[src/rtl/konane_pkg.sv]
// Shared Konane board constants, FSM encodings and cell index helpers.
// Cells are numbered 6*row+col on the 6x6 board.
package konane_pkg;

  localparam logic BLACK = 1'b0;
  localparam logic WHITE = 1'b1;

  localparam int BOARD_N = 6;
  localparam int CELLS   = BOARD_N * BOARD_N;

  localparam logic [35:0] INIT_BLACK_MOVABLE = 36'h004001004;
  localparam logic [35:0] INIT_WHITE_MOVABLE = 36'h008020008;

  localparam logic signed [4:0] GIVEUP_COORD = -5'sd1;

  typedef enum logic [1:0] {
    S_IDLE,
    S_THINK,
    S_OP,
    S_WAIT_RE
  } state_e;

  typedef enum logic [1:0] {
    K_PIECE,
    K_TARGET,
    K_CONT
  } kind_e;

  localparam logic [2:0] IDX_ROW [CELLS] = '{
    3'd0, 3'd0, 3'd0, 3'd0, 3'd0, 3'd0,
    3'd1, 3'd1, 3'd1, 3'd1, 3'd1, 3'd1,
    3'd2, 3'd2, 3'd2, 3'd2, 3'd2, 3'd2,
    3'd3, 3'd3, 3'd3, 3'd3, 3'd3, 3'd3,
    3'd4, 3'd4, 3'd4, 3'd4, 3'd4, 3'd4,
    3'd5, 3'd5, 3'd5, 3'd5, 3'd5, 3'd5
  };

  localparam logic [2:0] IDX_COL [CELLS] = '{
    3'd0, 3'd1, 3'd2, 3'd3, 3'd4, 3'd5,
    3'd0, 3'd1, 3'd2, 3'd3, 3'd4, 3'd5,
    3'd0, 3'd1, 3'd2, 3'd3, 3'd4, 3'd5,
    3'd0, 3'd1, 3'd2, 3'd3, 3'd4, 3'd5,
    3'd0, 3'd1, 3'd2, 3'd3, 3'd4, 3'd5,
    3'd0, 3'd1, 3'd2, 3'd3, 3'd4, 3'd5
  };

  function automatic logic [5:0] cell_idx(
    input logic [2:0] i,
    input logic [2:0] j
  );
    return 6'({3'b000, i} * 6'd6 + {3'b000, j});
  endfunction

  // Landing cells two steps away in a straight line, clipped to the board.
  function automatic logic [35:0] ring2(
    input logic [2:0] i,
    input logic [2:0] j
  );
    logic [5:0]  c;
    logic [35:0] m;
    c = cell_idx(i, j);
    m = '0;
    if (i < 3'd4)  m[c + 6'd12] = 1'b1;
    if (i >= 3'd2) m[c - 6'd12] = 1'b1;
    if (j < 3'd4)  m[c + 6'd2]  = 1'b1;
    if (j >= 3'd2) m[c - 6'd2]  = 1'b1;
    return m;
  endfunction

endpackage

[src/rtl/konane_cell_pick.sv]
// Combinational priority pick of one cell from a 36-bit board mask.
// Returns the lowest (or highest) set cell as (row, col).
module konane_cell_pick
  import konane_pkg::*;
#(
  parameter bit PICK_HIGH = 1'b0
) (
  input  logic [35:0] mask,
  output logic        found,
  output logic [2:0]  i,
  output logic [2:0]  j
);

  logic [5:0] idx;

  // Last write wins, so scan towards the preferred end.
  always_comb begin
    idx = '0;
    if (PICK_HIGH) begin
      for (int k = 0; k < CELLS; k++) begin
        if (mask[k]) idx = 6'(k);
      end
    end else begin
      for (int k = CELLS - 1; k >= 0; k--) begin
        if (mask[k]) idx = 6'(k);
      end
    end
  end

  assign found = |mask;
  assign i     = IDX_ROW[idx];
  assign j     = IDX_COL[idx];

endmodule

[src/rtl/konane_auto_player.sv]
// Self-play agent for the konane engine: picks moves from the
// engine's selectable masks over the op/re handshakes.
module konane_auto_player
  import konane_pkg::*;
#(
  parameter int unsigned THINK_CYCLES   = 2,
  parameter bit          PICK_HIGH      = 1'b0,
  parameter bit          CONTINUE_JUMPS = 1'b1
) (
  input  logic              clk,
  input  logic              rst,
  input  logic              start,
  input  logic              start_player,
  input  logic              op_ready,
  output logic              op_valid,
  output logic signed [4:0] op_i,
  output logic signed [4:0] op_j,
  output logic              re_ready,
  input  logic              re_valid,
  input  logic              re_is_finished,
  input  logic              re_next_player_id,
  input  logic              re_player_can_giveup,
  input  logic [35:0]       re_selectable,
  output logic              busy,
  output logic              winner,
  output logic              done_flag,
  output logic [7:0]        games_done,
  output logic [15:0]       moves_done
);

  localparam logic [15:0] THINK_LAST = 16'(THINK_CYCLES);

  state_e             state_q, state_d;
  kind_e              kind_q, kind_d;
  logic [35:0]        cand_q, cand_d;
  logic [2:0]         ci_q, ci_d;
  logic [2:0]         cj_q, cj_d;
  logic [15:0]        cnt_q, cnt_d;
  logic signed [4:0]  op_i_q, op_i_d;
  logic signed [4:0]  op_j_q, op_j_d;
  logic               busy_q, busy_d;
  logic               winner_q, winner_d;
  logic               done_q, done_d;
  logic [7:0]         games_q, games_d;
  logic [15:0]        moves_q, moves_d;

  logic [35:0]        pick_mask;
  logic               pick_found;
  logic [2:0]         pick_i;
  logic [2:0]         pick_j;

  assign pick_mask = (kind_q == K_TARGET)
                   ? (cand_q & ring2(ci_q, cj_q))
                   : cand_q;

  konane_cell_pick #(
    .PICK_HIGH (PICK_HIGH)
  ) u_pick (
    .mask  (pick_mask),
    .found (pick_found),
    .i     (pick_i),
    .j     (pick_j)
  );

  always_comb begin
    state_d  = state_q;
    kind_d   = kind_q;
    cand_d   = cand_q;
    ci_d     = ci_q;
    cj_d     = cj_q;
    cnt_d    = cnt_q;
    op_i_d   = op_i_q;
    op_j_d   = op_j_q;
    busy_d   = busy_q;
    winner_d = winner_q;
    done_d   = done_q;
    games_d  = games_q;
    moves_d  = moves_q;
    unique case (state_q)
      S_IDLE: begin
        if (start) begin
          cand_d  = start_player ? INIT_WHITE_MOVABLE
                                 : INIT_BLACK_MOVABLE;
          kind_d  = K_PIECE;
          busy_d  = 1'b1;
          done_d  = 1'b0;
          moves_d = '0;
          cnt_d   = '0;
          state_d = S_THINK;
        end
      end
      S_THINK: begin
        if (cnt_q != THINK_LAST) begin
          cnt_d = cnt_q + 16'd1;
        end else if (kind_q == K_CONT &&
                     (!CONTINUE_JUMPS || !pick_found)) begin
          op_i_d  = GIVEUP_COORD;
          op_j_d  = GIVEUP_COORD;
          state_d = S_OP;
        end else if (!pick_found) begin
          // Nothing legal offered: the engine broke protocol.
          busy_d  = 1'b0;
          done_d  = 1'b0;
          state_d = S_IDLE;
        end else begin
          op_i_d  = {2'b00, pick_i};
          op_j_d  = {2'b00, pick_j};
          if (kind_q == K_PIECE) begin
            ci_d = pick_i;
            cj_d = pick_j;
          end
          state_d = S_OP;
        end
      end
      S_OP: begin
        if (op_ready) begin
          if (moves_q != 16'hFFFF) moves_d = moves_q + 16'd1;
          state_d = S_WAIT_RE;
        end
      end
      S_WAIT_RE: begin
        if (re_valid) begin
          if (re_is_finished) begin
            winner_d = re_player_can_giveup ? re_next_player_id
                                            : ~re_next_player_id;
            done_d   = 1'b1;
            games_d  = games_q + 8'd1;
            busy_d   = 1'b0;
            state_d  = S_IDLE;
          end else begin
            cand_d = re_selectable;
            cnt_d  = '0;
            if (kind_q == K_PIECE)         kind_d = K_TARGET;
            else if (re_player_can_giveup) kind_d = K_CONT;
            else                           kind_d = K_PIECE;
            state_d = S_THINK;
          end
        end
      end
      default: state_d = S_IDLE;
    endcase
  end

  always_ff @(posedge clk) begin
    if (rst) begin
      state_q  <= S_IDLE;
      kind_q   <= K_PIECE;
      cand_q   <= '0;
      ci_q     <= '0;
      cj_q     <= '0;
      cnt_q    <= '0;
      op_i_q   <= '0;
      op_j_q   <= '0;
      busy_q   <= 1'b0;
      winner_q <= 1'b0;
      done_q   <= 1'b0;
      games_q  <= '0;
      moves_q  <= '0;
    end else begin
      state_q  <= state_d;
      kind_q   <= kind_d;
      cand_q   <= cand_d;
      ci_q     <= ci_d;
      cj_q     <= cj_d;
      cnt_q    <= cnt_d;
      op_i_q   <= op_i_d;
      op_j_q   <= op_j_d;
      busy_q   <= busy_d;
      winner_q <= winner_d;
      done_q   <= done_d;
      games_q  <= games_d;
      moves_q  <= moves_d;
    end
  end

  assign op_valid   = (state_q == S_OP);
  assign re_ready   = (state_q == S_WAIT_RE);
  assign op_i       = op_i_q;
  assign op_j       = op_j_q;
  assign busy       = busy_q;
  assign winner     = winner_q;
  assign done_flag  = done_q;
  assign games_done = games_q;
  assign moves_done = moves_q;

endmodule

[config.mk]
export PLATFORM = sky130hd
export DESIGN_NAME = konane_auto_player
export DESIGN_NICKNAME = d
export VERILOG_FILES = /design/src/rtl/konane_pkg.sv /design/src/rtl/konane_cell_pick.sv /design/src/rtl/konane_auto_player.sv
export SDC_FILE = /design/constraint.sdc
export NUM_CORES = 1
export LEC_CHECK = 0
export CAP_MARGIN = 5
export CORE_MARGIN = 4
export CORE_UTILIZATION = 52
export CTS_BUF_LIST = sky130_fd_sc_hd__clkbuf_16
export CTS_CLUSTER_DIAMETER = 200
export DETAILED_ROUTE_END_ITERATION = 10
export GPL_TIMING_DRIVEN = 0
export MAX_ROUTING_LAYER = met4
export PLACE_DENSITY = 0.75
export SETUP_SLACK_MARGIN = 0.1
export SLEW_MARGIN = 10
export SYNTH_ARGS = -nofsm -noshare
export SYNTH_HDL_FRONTEND = slang
export SYNTH_SLANG_ARGS = --single-unit
[constraint.sdc]
create_clock -name clk -period 5.47 [get_ports clk]
set_input_delay 0.547 -clock clk [delete_from_list [all_inputs] [get_ports clk]]
set_output_delay 0.547 -clock clk [all_outputs]
set_load 0.03 [all_outputs]
==> out/qor.yml, run 1 <==
numPortBuffers: 83
clkTransAtPathRegs_ns: 0.07
gp_congestion: 1.07
area_delta_synth_final_pct: 31.3
nNetsFinal: 1157
worstPathCellList: "ha_4 > fa_2 > clkbuf_4 > inv_4 > nor3_1 > nand2_1 > o221a_2 > o221ai_2 > a2111oi_4 > a211oi_2 > o22ai_2 > o21a_2 > inv_2 > ha_4 > nor2_2 > or4_4 > a311oi_2"
grt_overflow: 0
cts_max_level: 3
critPathArrivalTime_ns: 5.79
avgViaCountPerCell: 6.65
cpPeakStageDelay_ns: 0.83
dr.pass1.iters: 7
grt_pass1_wl_um: 41900
period_share: 1.01
ir_drop_uv: 252
setup_tns_ns: -0.0842
grt_pass1_vias: 7840
critical_path_buf_inv_count: 3
slew_headroom: 0.277
routedWlPerCell_um: 21.8
totalPowerFinal_w: 0.00163
postLayoutSetupSlackWorst_ns: -0.0563
drt-initial-drc-count: 1009
worst_pin_slew_ns: 1.08
synth_area_mm2: 0.00721
cts-root-buf: "clkbuf_16"
synth-main-ff-cell: "dfxtp_1"
final_cell_mix: "98 x nor2_1, 93 x dfxtp_1, 92 x nand2_1"
reg2reg_depth: 17
cts_sinks: 96
drc: 0
grt_max_degree: 19
fin_area_mm2: 0.00947
timing.fmax_ghz: 0.181
p_leak_nw: 3.16
timing.final.crit_period_ns: 5.53
synth_edf_count: 0
hold_path.class: "reg -> reg"
die_area_mm2: 0.0158
rsz0062_at_grt: "true"
yosysWarnings: 0
clk_latency_ns: 0.36
finalSetupViolations: 2
vias: 8460
drt_wl_total_um: 27800
start_util: 0.538
critical_path_class: "reg -> reg"
synth_nets: 1025
drive_gt1_frac: 0.159
fin_skew_ns: 0.0104
holdPathStages: 2
cts_hold_buf: 0
synth-seq-area-share: 0.266
mostFrequentLayoutCell: "nor2_1"
cts_max_path_buffers: 2
crit_path_start_kind: "register"
cpMaxStageDelayCell: "nor3_1"
ant_nets: 0
cts_buffers: 9
placed_area_mm2: 0.00827
cp_max_fo: 9
r2r_slack_ns: -0.06
syn_inst: 960
die_w_um: 126
core.rowCount: 42
synth.distinct_cells: 86
ioPinCount: 84
coreArea_mm2: 0.0134
failed_checks: "negative setup slack"
hold_viol: 0
num-fill-cells: 1130
drv_slew: 0
dieHeight_um: 126
dp_cells: 1219
cts_tree: "built"
diodes: 0
grt.total_usage: 0.336
hpwl_um: 19800
cp_common_cell: "ha_4"
synthArstFlopShare: 0
max-cap-violations: 0
status: "complete, but fails checks"
stdcell_count: 1273
synth-seq-cells: 96
pwr_density_cell_mw_per_mm2: 173
cp_num_cells: 17
antenna_found_initial: 0
cp_top_family: "compound AO/OA/AOI/OAI gates"
cp.required_ns: 5.74
critPathCaptureType: "register"
synth_area_per_cell_um2: 7.51
## stage by stage
step	setup WS (ns)	util	hold slack [ns]
after global placement	-1.24	0.617	0.461
after global routing	-0.204	0.707	0.508
after detailed placement	-1.20	0.617	0.466
after floorplan	0.104	-	0.432
after CTS	0.100	0.670	0.476
final	-0.0563	0.707	0.482
## per-layer routing
| metal | vias to the layer above | global-route usage | share of wire |
|---|---|---|---|
| li1 | 3864 | - | - |
| met1 | 3969 | 0.449 | 0.41 |
| met2 | 512 | 0.497 | 0.44 |
| met3 | 115 | 0.0694 | 0.10 |
| met4 | 0 | 0.140 | 0.043 |
| met5 | - | - | 0 |
## worst paths after layout
check / endpoint / startpoint
worst min register to register: cand_q[15]$_SDFFE_PP0P_ / cand_q[15]$_SDFFE_PP0P_
worst max register to register: cj_q[2]$_SDFFE_PP0P_ / ci_q[0]$_SDFFE_PP0P_
worst min-delay path: cand_q[15]$_SDFFE_PP0P_ / cand_q[15]$_SDFFE_PP0P_
worst max-delay path: cj_q[2]$_SDFFE_PP0P_ / ci_q[0]$_SDFFE_PP0P_
## Yosys cell counts, types with 7 or more instances
cell / n / share of area
a211oi_1: 28 / 0.029
dfxtp_1: 96 / 0.27
and3_1: 12 / 0.010
nor4_1: 12 / 0.010
nand2_1: 94 / 0.049
nand2b_1: 21 / 0.018
a31oi_1: 31 / 0.027
a21oi_1: 60 / 0.042
inv_1: 19 / 0.0099
a311oi_1: 16 / 0.019
o21ai_0: 22 / 0.015
nor3_1: 39 / 0.027
ha_1: 18 / 0.031
nor2b_1: 10 / 0.0087
nor2_1: 101 / 0.053
xnor2_1: 15 / 0.018
o21ai_1: 7 / 0.0049
or3_1: 11 / 0.0095
a21boi_0: 11 / 0.011
nand3_1: 79 / 0.055
and2_1: 13 / 0.011
nand4_1: 21 / 0.018
clkbuf_1: 43 / 0.022
o21a_1: 13 / 0.014
xor2_1: 21 / 0.025
o31ai_1: 8 / 0.0083
## worst reg2reg max path, cell delays in order, from the launching register on
cell	delay [ns]
dfxtp_4	0.37
ha_4	0.25
fa_2	0.58
clkbuf_4	0.21
inv_4	0.10
nor3_1	0.83
nand2_1	0.43
o221a_2	0.43
o221ai_2	0.25
a2111oi_4	0.12
a211oi_2	0.37
o22ai_2	0.16
o21a_2	0.28
inv_2	0.10
ha_4	0.14
nor2_2	0.03
or4_4	0.53
a311oi_2	0.27
## power breakdown
group	switching [W]	internal, W
combinational	0.000174	0.000127
clock	0.000299	0.000318
sequential	0.00000972	0.000706
total	0.000483	0.00115
## cell type report
class | count | area (µm²) | area share
multi-input combinational | 786 | 5510 | 0.582
clock inverter | 7 | 63.8 | 0.00674
sequential | 96 | 1930 | 0.204
clock buffer | 9 | 225 | 0.0238
timing repair buffer | 122 | 1140 | 0.120
buffer | 56 | 297 | 0.0313
tap | 176 | 220 | 0.0233
inverter | 21 | 81.3 | 0.00859
## kinds of logic (layout without fill, tap and decap cells)
| group | Yosys count | after routing | share of synthesized area |
|---|---|---|---|
| muxes | 6 | 6 | 0.0101 |
| adders and majority gates | 20 | 20 | 0.0368 |
| buffers and inverters | 78 | 215 | 0.0463 |
| xor gates and xnor gates | 45 | 45 | 0.0709 |
| DFF | 96 | 96 | 0.266 |
| AOI/OAI and AO/OA | 271 | 271 | 0.262 |
| and+or+nand+nor | 444 | 444 | 0.307 |
## sequential cells by signal, summed over array words and instances (netlist names), named ones only
name / count
kind_q: 2
state_q: 1
cnt_q: 16
cj_q: 3
winner: 1
cand_q: 36
done_flag: 1
moves_done: 16
games_done: 8
op_i: 4
ci_q: 3
busy: 1
op_j: 3
## repair_timing
action,4_1_cts,5_1_grt
buffers inserted,20,19
gates resized for setup,63,72
setup endpoints to repair,16,15
pin swaps,22,34
(Power assumes the default switching activity.)
==> run 2, diff against run 1 <==
Settings changed: CORE_UTILIZATION 52 to 55, PLACE_DENSITY 0.75 to 0.76.
Clock period 5.47 ns to 5.7 ns, I/O delays scaled along.
==> out/qor.yml, run 2 (synthesized netlist as in run 1, its figures left out) <==
gp_congestion: 1.11
p_leak_nw: 3.14
nNetsFinal: 1161
clkTransAtPathRegs_ns: 0.07
drt-initial-drc-count: 999
seq_area_mm2: 0.00193
worstSetupStartpoint: "ci_q[0]$_SDFFE_PP0P_"
worst_pin_slew_ns: 0.965
max-cap-violations: 0
cts_tree: "built"
finalSetupViolations: 0
period_share: 0.990
ant_nets: 0
antenna_found_initial: 0
final_cell_mix: "100 x nor2_1, 94 x nand2_1, 92 x dfxtp_1"
cts_max_path_buffers: 2
diodes: 0
mostFrequentLayoutCell: "nor2_1"
die_w_um: 123
drv_slew: 0
largest-register: "cand_q"
hp-start: "winner$_SDFFE_PP0P_"
die_area_mm2: 0.0150
dr.pass1.iters: 8
hpwl_um: 19100
start_util: 0.567
hold_slack_ns: 0.488
timing.final.crit_period_ns: 5.64
cp_max_fo: 5
pwr_density_cell_mw_per_mm2: 171
critical_path_class: "reg -> reg"
final_core_util: 0.732
hold_viol: 0
core.rowCount: 41
dieHeight_um: 123
drc: 0
drive_gt1_frac: 0.147
routedWlPerCell_um: 20.8
totalPowerFinal_w: 0.00160
clk_latency_ns: 0.36
fin_skew_ns: 0.0120
cp.required_ns: 5.97
vias: 8417
grt_max_degree: 19
ioPinCount: 84
rr_startpoint: "ci_q[0]$_SDFFE_PP0P_"
hold_path.class: "reg -> reg"
grt_pass1_wl_um: 40300
cts_max_level: 3
area_delta_synth_final_pct: 29.2
critPathCaptureType: "register"
cts_sinks: 96
critPathArrivalTime_ns: 5.91
status: "completed"
cts-root-buf: "clkbuf_16"
numPortBuffers: 83
num-fill-cells: 1084
grt.total_usage: 0.349
timing.fmax_ghz: 0.177
coreArea_mm2: 0.0127
rsz0062_at_grt: "true"
grt_overflow: 0
crit_path_start_kind: "register"
multi_input_area_mm2: 0.00531
avgViaCountPerCell: 6.61
slew_headroom: 0.347
drt_wl_total_um: 26400
ir_drop_uv: 173
grt_pass1_vias: 7745
cts_buffers: 9
largest_reg_flops: 36
cts_hold_buf: 0
## run 2: cell count changes in the layout (fill, tap and decap cells not counted), sizes merged
cell      previous run  this run
buf                 56        60
bufinv               0         1
clkinv               3         2
clkinvlp             0         1
inv                 25        24
## run 2: power by group
| part | switching [W] | internal, W | total [W] |
|---|---|---|---|
| Clock | 0.000280 | 0.000349 | 0.000630 |
| Combinational | 0.000162 | 0.000117 | 0.000279 |
| Sequential | 0.00000980 | 0.000678 | 0.000688 |
## run 2: through the flow
| step | instances | worst slack (ns) | instance area, µm² | setup TNS, ns |
|---|---|---|---|---|
| floorplan | 960 | 0.115 | 7210 | 0 |
| global placement | 1215 | -1.27 | 8260 | -9.55 |
| detailed placement | 1215 | -1.27 | 8270 | -9.69 |
| CTS | 1252 | 0.118 | 8960 | 0 |
| global route | 1273 | -0.121 | 9320 | -0.207 |
| finish | 1273 | 0.0594 | 9320 | 0 |
## run 2: critical path: stages, from the launching register on
cell and delay [ns]:
dfxtp_4 0.38, ha_4 0.14, inv_2 0.04, fa_2 0.58, xor2_4 0.19, buf_6 0.14
buf_8 0.11, ha_4 0.19, buf_6 0.12, nor2b_2 0.17, nand2_1 0.10, nor2_1 0.07
mux4_2 0.48, a21o_1 0.21, a222oi_1 0.43, a2111oi_2 0.15, a211oi_2 0.40, o22ai_2 0.16
o21a_1 0.25, buf_6 0.14, ha_4 0.27, nor3_2 0.04, or4_4 0.54, a311oi_2 0.26
## run 2: layout make-up
class / count / area share
Buffer: 57 / 0.0326
Clock buffer: 9 / 0.0242
Clock inverter: 7 / 0.00940
Inverter: 21 / 0.00873
Multi-Input combinational cell: 786 / 0.570
Sequential cell: 96 / 0.207
Tap cell: 172 / 0.0231
Timing Repair Buffer: 125 / 0.125
## run 2: per-layer routing
layer | GRT usage | wire length [µm]
met1 | 0.459 | 10900
met2 | 0.522 | 11600
met3 | 0.0760 | 2810
met4 | 0.144 | 1170
met5 | - | 0
## run 2: path summary, 6_finish.rpt
path                                        endpoint  slack (ns)  cells past startpoint
worst max-delay path            cj_q[2]$_SDFFE_PP0P_        0.06                     23
worst min-delay path             winner$_SDFFE_PP0P_        0.49                      2
worst max register to register  cj_q[2]$_SDFFE_PP0P_        0.06                     23
worst min register to register   winner$_SDFFE_PP0P_        0.49                      2
## run 2: repair_timing
| action | CTS | global route |
|---|---|---|
| buffers inserted | 21 | 21 |
| resized for setup | 57 | 53 |
| setup endpoints to repair | 16 | 11 |
| pin swaps | 25 | 37 |
